--- config.mk ---
export PLATFORM = sky130hd
export DESIGN_NAME = sad_engine_param_flat
export DESIGN_NICKNAME = d
export VERILOG_FILES = /design/src/rtl/sad_pkg.sv /design/src/rtl/sad_engine_param_if.sv /design/src/rtl/sad_lane_reduce.sv /design/src/rtl/sad_engine_param.sv /design/src/flat_wrapper.sv
export SDC_FILE = /design/constraint.sdc
export NUM_CORES = 1
export LEC_CHECK = 0
export CORE_MARGIN = 2
export CORE_UTILIZATION = 28
export DETAILED_ROUTE_END_ITERATION = 8
export PLACE_DENSITY = 0.52
export SLEW_MARGIN = 20
export SYNTH_ARGS = -nofsm -noshare
export SYNTH_HDL_FRONTEND = slang
export SYNTH_SLANG_ARGS = --single-unit
--- constraint.sdc ---
create_clock -name Clk -period 15.88 [get_ports Clk]
set_input_delay 3.176 -clock Clk [delete_from_list [all_inputs] [get_ports Clk]]
set_output_delay 3.176 -clock Clk [all_outputs]
set_load 0.01 [all_outputs]
--- src/rtl/sad_pkg.sv ---
// Shared types and constants for the parametrised SAD/SSD engine.
package sad_pkg;

  typedef enum logic [2:0] {
    S_IDLE,
    S_READ,
    S_DRAIN,
    S_WRITE,
    S_DONE
  } sad_state_e;

  localparam logic MODE_SAD = 1'b0;
  localparam logic MODE_SSD = 1'b1;

  localparam int DEF_D_WIDTH   = 8;
  localparam int DEF_ACC_WIDTH = 32;

  // Ceiling log2, never below 1 so degenerate counters keep a legal width.
  function automatic int clog2(input int v);
    int r;
    r = 1;
    while ((1 << r) < v) r++;
    return r;
  endfunction

endpackage

--- src/rtl/sad_engine_param_if.sv ---
// Operand (A/B) and result (C) SRAM port bundle of the SAD engine.
interface sad_engine_param_if #(
  parameter int A_WIDTH   = 13,
  parameter int C_WIDTH   = 7,
  parameter int DATA_W    = 32,
  parameter int ACC_WIDTH = 32
);
  logic [A_WIDTH-1:0]   A_Addr;
  logic [A_WIDTH-1:0]   B_Addr;
  logic [DATA_W-1:0]    A_Data;
  logic [DATA_W-1:0]    B_Data;
  logic                 I_RW;
  logic                 I_En;
  logic [C_WIDTH-1:0]   C_Addr;
  logic [ACC_WIDTH-1:0] C_Data;
  logic                 O_RW;
  logic                 O_En;

  modport master (
    output A_Addr, B_Addr, I_RW, I_En, C_Addr, C_Data, O_RW, O_En,
    input  A_Data, B_Data
  );

  modport slave (
    input  A_Addr, B_Addr, I_RW, I_En, C_Addr, C_Data, O_RW, O_En,
    output A_Data, B_Data
  );
endinterface

--- src/rtl/sad_lane_reduce.sv ---
// Combinational per-lane |a-b| or (a-b)^2, summed over all lanes at full width.
module sad_lane_reduce
  import sad_pkg::*;
#(
  parameter int D_WIDTH = DEF_D_WIDTH,
  parameter int LANES   = 4,
  parameter int SUM_W   = 2 * D_WIDTH + clog2(LANES) + 1
) (
  input  logic [LANES*D_WIDTH-1:0] a_i,
  input  logic [LANES*D_WIDTH-1:0] b_i,
  input  logic                     mode_i,
  output logic [SUM_W-1:0]         sum_o
);
  localparam int M_W = 2 * D_WIDTH;

  logic [M_W-1:0] metric [LANES];

  for (genvar j = 0; j < LANES; j++) begin : g_lane
    logic [D_WIDTH-1:0] a_l;
    logic [D_WIDTH-1:0] b_l;
    logic [D_WIDTH-1:0] absd;
    assign a_l  = a_i[j*D_WIDTH +: D_WIDTH];
    assign b_l  = b_i[j*D_WIDTH +: D_WIDTH];
    assign absd = (a_l >= b_l) ? (a_l - b_l) : (b_l - a_l);
    // |a-b|^2 equals (a-b)^2 and keeps the multiplier unsigned.
    assign metric[j] = (mode_i == MODE_SSD) ? (M_W'(absd) * M_W'(absd)) : M_W'(absd);
  end

  always_comb begin
    sum_o = '0;
    for (int j = 0; j < LANES; j++) begin
      sum_o = sum_o + SUM_W'(metric[j]);
    end
  end
endmodule

--- src/rtl/sad_engine_param.sv ---
// Block SAD/SSD engine: streams R operand words per block, writes one saturated
// result per block; R+2 cycles per block, no backpressure (fixed-latency SRAMs).
module sad_engine_param
  import sad_pkg::*;
#(
  parameter int D_WIDTH    = DEF_D_WIDTH,
  parameter int LANES      = 4,
  parameter int BLK_PIXELS = 256,
  parameter int NUM_BLKS   = 128,
  parameter int ACC_WIDTH  = DEF_ACC_WIDTH
) (
  input  logic                Clk,
  input  logic                Rst,
  input  logic                Go,
  input  logic                Mode,
  output logic                Busy,
  output logic                Done,
  output logic                Sat,
  sad_engine_param_if.master  mem
);
  localparam int R       = BLK_PIXELS / LANES;
  localparam int A_WIDTH = clog2(NUM_BLKS * R);
  localparam int C_WIDTH = clog2(NUM_BLKS);
  localparam int W_WIDTH = clog2(R);
  localparam int SUM_W   = 2 * D_WIDTH + clog2(LANES) + 1;
  localparam int EXT_W   = ((ACC_WIDTH > SUM_W) ? ACC_WIDTH : SUM_W) + 1;

  sad_state_e           state_q, state_d;
  logic [W_WIDTH-1:0]   word_q, word_d;
  logic [C_WIDTH-1:0]   blk_q, blk_d;
  logic [A_WIDTH-1:0]   addr_q, addr_d;
  logic [ACC_WIDTH-1:0] acc_q, acc_d;
  logic                 mode_q, mode_d;
  logic                 sat_q, sat_d;
  logic                 vld_q;
  logic [SUM_W-1:0]     lane_sum;
  logic [EXT_W-1:0]     acc_ext;

  sad_lane_reduce #(
    .D_WIDTH (D_WIDTH),
    .LANES   (LANES),
    .SUM_W   (SUM_W)
  ) u_reduce (
    .a_i    (mem.A_Data),
    .b_i    (mem.B_Data),
    .mode_i (mode_q),
    .sum_o  (lane_sum)
  );

  assign acc_ext = EXT_W'(acc_q) + EXT_W'(lane_sum);

  always_comb begin
    state_d = state_q;
    word_d  = word_q;
    blk_d   = blk_q;
    addr_d  = addr_q;
    acc_d   = acc_q;
    mode_d  = mode_q;
    sat_d   = sat_q;

    // Read data lands one cycle after the address, tracked by vld_q.
    if (vld_q) begin
      if (|acc_ext[EXT_W-1:ACC_WIDTH]) begin
        acc_d = '1;
        sat_d = 1'b1;
      end else begin
        acc_d = acc_ext[ACC_WIDTH-1:0];
      end
    end

    case (state_q)
      S_IDLE, S_DONE: begin
        if (Go) begin
          state_d = S_READ;
          mode_d  = Mode;
          blk_d   = '0;
          word_d  = '0;
          addr_d  = '0;
          acc_d   = '0;
          sat_d   = 1'b0;
        end
      end
      S_READ: begin
        if (word_q == W_WIDTH'(R - 1)) begin
          state_d = S_DRAIN;
        end else begin
          word_d = word_q + W_WIDTH'(1);
          addr_d = addr_q + A_WIDTH'(1);
        end
      end
      S_DRAIN: state_d = S_WRITE;
      S_WRITE: begin
        if (blk_q == C_WIDTH'(NUM_BLKS - 1)) begin
          state_d = S_DONE;
        end else begin
          state_d = S_READ;
          blk_d   = blk_q + C_WIDTH'(1);
          word_d  = '0;
          addr_d  = addr_q + A_WIDTH'(1);
          acc_d   = '0;
        end
      end
      default: state_d = S_IDLE;
    endcase
  end

  always_ff @(posedge Clk or negedge Rst) begin
    if (!Rst) begin
      state_q <= S_IDLE;
      word_q  <= '0;
      blk_q   <= '0;
      addr_q  <= '0;
      acc_q   <= '0;
      mode_q  <= MODE_SAD;
      sat_q   <= 1'b0;
      vld_q   <= 1'b0;
    end else begin
      state_q <= state_d;
      word_q  <= word_d;
      blk_q   <= blk_d;
      addr_q  <= addr_d;
      acc_q   <= acc_d;
      mode_q  <= mode_d;
      sat_q   <= sat_d;
      vld_q   <= (state_q == S_READ);
    end
  end

  assign mem.I_En   = (state_q == S_READ);
  assign mem.I_RW   = 1'b0;
  assign mem.A_Addr = addr_q;
  assign mem.B_Addr = addr_q;
  assign mem.O_En   = (state_q == S_WRITE);
  assign mem.O_RW   = (state_q == S_WRITE);
  assign mem.C_Addr = blk_q;
  assign mem.C_Data = acc_q;

  assign Busy = (state_q == S_READ) || (state_q == S_DRAIN) || (state_q == S_WRITE);
  assign Done = (state_q == S_DONE);
  assign Sat  = sat_q;
endmodule

--- src/flat_wrapper.sv ---
// flat-port wrapper written by rule: the top's interface ports become plain ports
module sad_engine_param_flat import sad_pkg::*;
#(
  parameter int D_WIDTH    = DEF_D_WIDTH,
  parameter int LANES      = 4,
  parameter int BLK_PIXELS = 256,
  parameter int NUM_BLKS   = 128,
  parameter int ACC_WIDTH  = DEF_ACC_WIDTH
)
  (Clk, Rst, Go, Mode, Busy, Done, Sat, mem_A_Addr, mem_B_Addr, mem_I_RW, mem_I_En, mem_C_Addr, mem_C_Data, mem_O_RW, mem_O_En, mem_A_Data, mem_B_Data);
  sad_engine_param_if #(.A_WIDTH(13), .C_WIDTH(7), .DATA_W(32), .ACC_WIDTH(ACC_WIDTH)) mem_i ();
  input  logic Clk;
  input  logic Rst;
  input  logic Go;
  input  logic Mode;
  output logic Busy;
  output logic Done;
  output logic Sat;
  output wire logic [$bits(mem_i.A_Addr)-1:0] mem_A_Addr;
  output wire logic [$bits(mem_i.B_Addr)-1:0] mem_B_Addr;
  output wire logic [$bits(mem_i.I_RW)-1:0] mem_I_RW;
  output wire logic [$bits(mem_i.I_En)-1:0] mem_I_En;
  output wire logic [$bits(mem_i.C_Addr)-1:0] mem_C_Addr;
  output wire logic [$bits(mem_i.C_Data)-1:0] mem_C_Data;
  output wire logic [$bits(mem_i.O_RW)-1:0] mem_O_RW;
  output wire logic [$bits(mem_i.O_En)-1:0] mem_O_En;
  input wire logic [$bits(mem_i.A_Data)-1:0] mem_A_Data;
  input wire logic [$bits(mem_i.B_Data)-1:0] mem_B_Data;
  assign mem_A_Addr = mem_i.A_Addr;
  assign mem_B_Addr = mem_i.B_Addr;
  assign mem_I_RW = mem_i.I_RW;
  assign mem_I_En = mem_i.I_En;
  assign mem_C_Addr = mem_i.C_Addr;
  assign mem_C_Data = mem_i.C_Data;
  assign mem_O_RW = mem_i.O_RW;
  assign mem_O_En = mem_i.O_En;
  assign mem_i.A_Data = mem_A_Data;
  assign mem_i.B_Data = mem_B_Data;
  sad_engine_param #(.D_WIDTH(D_WIDTH), .LANES(LANES), .BLK_PIXELS(BLK_PIXELS), .NUM_BLKS(NUM_BLKS), .ACC_WIDTH(ACC_WIDTH)) u_core (.Clk(Clk), .Rst(Rst), .Go(Go), .Mode(Mode), .Busy(Busy), .Done(Done), .Sat(Sat), .mem(mem_i));
endmodule
==> flow_metrics.env <==
export IMPL_grt_first_pass_wirelength_mm=59.9
export IMPL_wl_per_cell_um=13.6
export IMPL_initial_core_util_pct=28.3
export IMPL_cts_sinks=64
export IMPL_finalSetupTns_ns=0
export IMPL_ctsHoldBuffers=0
export IMPL_finalCriticalPeriod_ns=14.64
export IMPL_grt_use_met2_pct=22.2
export IMPL_syn2layout_area_growth_pct=15.6
export IMPL_yosysSeqAreaShare_pct=10.8
export IMPL_grt_setup_unrepaired="no"
export IMPL_reg2reg_from="u_core.mode_q"
export IMPL_io_buffer_count=138
export IMPL_post_synth_cell_area_avg_um2=8.15
export IMPL_grt_overflow=0
export IMPL_clkTransAtPathRegs_ns=0.06
export IMPL_drc=0
export IMPL_gp_congestion=0.842
export IMPL_start_kind="input pin"
export IMPL_antenna_left=0
export IMPL_grt_pass1_vias=12200
export IMPL_synth_warnings=0
export IMPL_io_pins=140
export IMPL_min_to="u_core.word_q[1]"
export IMPL_cts_root_buf="clkbuf_16"
export IMPL_cp_arrival_ns=14.82
export IMPL_grt_use_met3_pct=0.860
export IMPL_crit_path_top_delay_cell="xor2_1"
export IMPL_finalSetupViolCount=0
export IMPL_ys_types=75
export IMPL_syn_inst=1827
export IMPL_cts_buffers=9
export IMPL_dp_hpwl_mm=30.1
export IMPL_synth_seq_cells=64
export IMPL_skew_ns=0.00795
export IMPL_htreeDepth=3
export IMPL_worstSetupPathType="input pin to flop"
export IMPL_hold_violations=0
export IMPL_r2r_end="u_core.mem.C_Data[6]"
export IMPL_busiest_layer="met2"
export IMPL_grtUsageTotal_pct=13.0
export IMPL_final_area_um2=17200
export IMPL_die_w_um=235
export IMPL_vias=12400
export IMPL_async_flop_share_pct=100
export IMPL_maxSlewHeadroom_pct=28.0
export IMPL_dieArea_um2=55000
export IMPL_fin_crit_sh_pct=92.2
export IMPL_dpl_cell_area_um2=16900
export IMPL_grt_start_max_net_pins=65
export IMPL_synth_top_area_share_pct=19.4
export IMPL_r2r_setup_slack_ns=8.64
export IMPL_cpMostUsedCell="ha_1"
export IMPL_final_layout_size_suffix_gt1_share_pct=3.69
export IMPL_drt_iter0_drc=701
export IMPL_worstSetupEndpointType="flop"
export IMPL_via_per_inst=4.76
export IMPL_cp_max_fo=14
export IMPL_met1_usage_pct=18.6
export IMPL_run_status="finished clean"
export IMPL_nNetsFinal=2346
export IMPL_core_area_um2=52600
export IMPL_hold_class="flop to flop"
export IMPL_tightestPinTransition_ns=1.08
export IMPL_clk_latency_ns=0.33
export IMPL_post_cts_buffers=0
export IMPL_required_ns=16.05
export IMPL_rows=84
export IMPL_synth_area_um2=14900
export IMPL_drt_first_pass_iters=5
export IMPL_die_h_um=235
export IMPL_antennaDiodeCount=0
export IMPL_synth_edf_count=0
export IMPL_maxCapViolCount=0
export IMPL_r2r_cells=28
export IMPL_slew_viol_final=0
export IMPL_cts_resized=0
export IMPL_finalWirelength_mm=35.6
export IMPL_crit_path_max_incr_delay_ns=0.67
export IMPL_cts_path_max_buffers=2
export IMPL_antenna_found_initial=0
export IMPL_min_from="u_core.word_q[1]"
export IMPL_ys_dominant_reg_cell="dfrtp_1"
export IMPL_fmax_mhz=68.3
export IMPL_synth_top_cell_by_area="ha_1"
export IMPL_syn_num_nets=2253
export IMPL_cts_tree="built"
export IMPL_holdPathStages=1
export IMPL_yosys_top_cells_area="ha_1, fa_1, dfrtp_1"
-- cell families (layout without fill, tap and decap cells) --
family / count (synthesis) / count (layout) / synth area share (%)
adder cells (fa/ha/maj): 358 / 358 / 36.5
buffers and inverters: 346 / 444 / 9.17
AO/OA/AOI/OAI: 427 / 427 / 18.5
flip-flops: 64 / 64 / 10.8
other: 1 / 1 / 0.0252
XOR/XNOR: 138 / 138 / 8.17
multiplexers: 28 / 28 / 1.94
AND/OR/NAND/NOR: 465 / 465 / 14.9
-- how the worst max path moves through the flow --
| stage | from | end | slack, ns | cells past startpoint |
|---|---|---|---|---|
| 2_1_floorplan | mem_A_Data[0] | u_core.mem.C_Data[31] | 2.56 | 46 |
| 3_3_place_gp | mem_B_Data[8] | u_core.mem.C_Data[31] | 1.17 | 44 |
| 3_5_place_dp | mem_B_Data[8] | u_core.mem.C_Data[6] | 0.90 | 44 |
| 4_1_cts | mem_B_Data[8] | u_core.mem.C_Data[31] | 1.21 | 46 |
| 5_1_grt | mem_B_Data[8] | u_core.mem.C_Data[13] | 0.17 | 46 |
| 6_report | mem_B_Data[8] | u_core.mem.C_Data[6] | 1.24 | 46 |
-- worst max-delay path, delay by kind of cell --
family          cells  cell delay, ns
simple gates        8            2.22
compound gates     16            3.36
fa+ha+maj          10            3.84
buf+inv             6            0.74
mux                 1            0.23
xor+xnor            5            1.27
-- Yosys cell counts, drive strengths merged, types with 15 or more instances --
cell / n
nor3: 26
xor2: 57
o21ai: 83
or2: 25
and3: 15
nand2: 100
o211ai: 15
xnor2: 81
o21bai: 17
nor2b: 17
a21oi: 135
or3: 20
nand2b: 20
o21a: 15
clkbuf: 48
ha: 231
a21o: 48
a211oi: 20
nor2: 166
mux2i: 21
nand3: 29
fa: 127
buf: 19
dfrtp: 64
inv: 279
-- routing by layer --
metal | share of wire (%) | up-vias
li1 | - | 6357
met1 | 50 | 5898
met2 | 47 | 176
met3 | 3.2 | 10
met4 | 0.45 | 0
met5 | 0 | -
-- through the flow --
step,utilization [%],instances,setup WS [ns],hold slack (ns)
3_3_place_gp,32.1,2597,1.17,0.505
6_report,32.7,2613,1.24,0.527
3_5_place_dp,32.1,2597,0.898,0.520
2_1_floorplan,-,1827,2.56,0.476
5_1_grt,32.7,2613,0.170,0.550
4_1_cts,32.7,2613,1.21,0.532
-- flip-flops by register name, summed over array words and instances, names as in the netlist --
signal,cells
u_core.mode_q,1
u_core.word_q,6
u_core.vld_q,1
u_core.Sat,1
u_core.state_q,3
u_core.mem.A_Addr,13
u_core.mem.C_Addr,7
u_core.mem.C_Data,32
-- cells in the final DEF (no fill, tap or decap), drive strengths merged, types with 8 or more instances in the layout --
cell type      instances
a211oi                20
a21o                  48
a21oi                135
a31oi                 13
a41oi                  8
and2                  13
and3                  15
buf                   12
clkbuf                10
clkdlybuf4s50        137
dfrtp                 64
fa                   127
ha                   231
inv                  279
mux2i                 21
nand2                100
nand2b                20
nand3                 29
nand4                 10
nor2                 166
nor2b                 17
nor3                  26
o211ai                15
o21a                  15
o21ai                 83
o21bai                17
o31ai                  8
or2                   25
or3                   20
xnor2                 81
xor2                  57
-- area by class of cell --
cell class                 instances  area, um2
inverter                         279       1050
tap                              688        861
sequential                        64       1600
timing repair buffer             149       1460
multi-input combinational       1417      11900
clock buffer                      10        229
clock inverter                     6       83.8
fill                            5558      35300
Power is left out: the tool's default activity adds up to more than one toggle a clock period on the data nets, which glitch-free logic cannot reach.
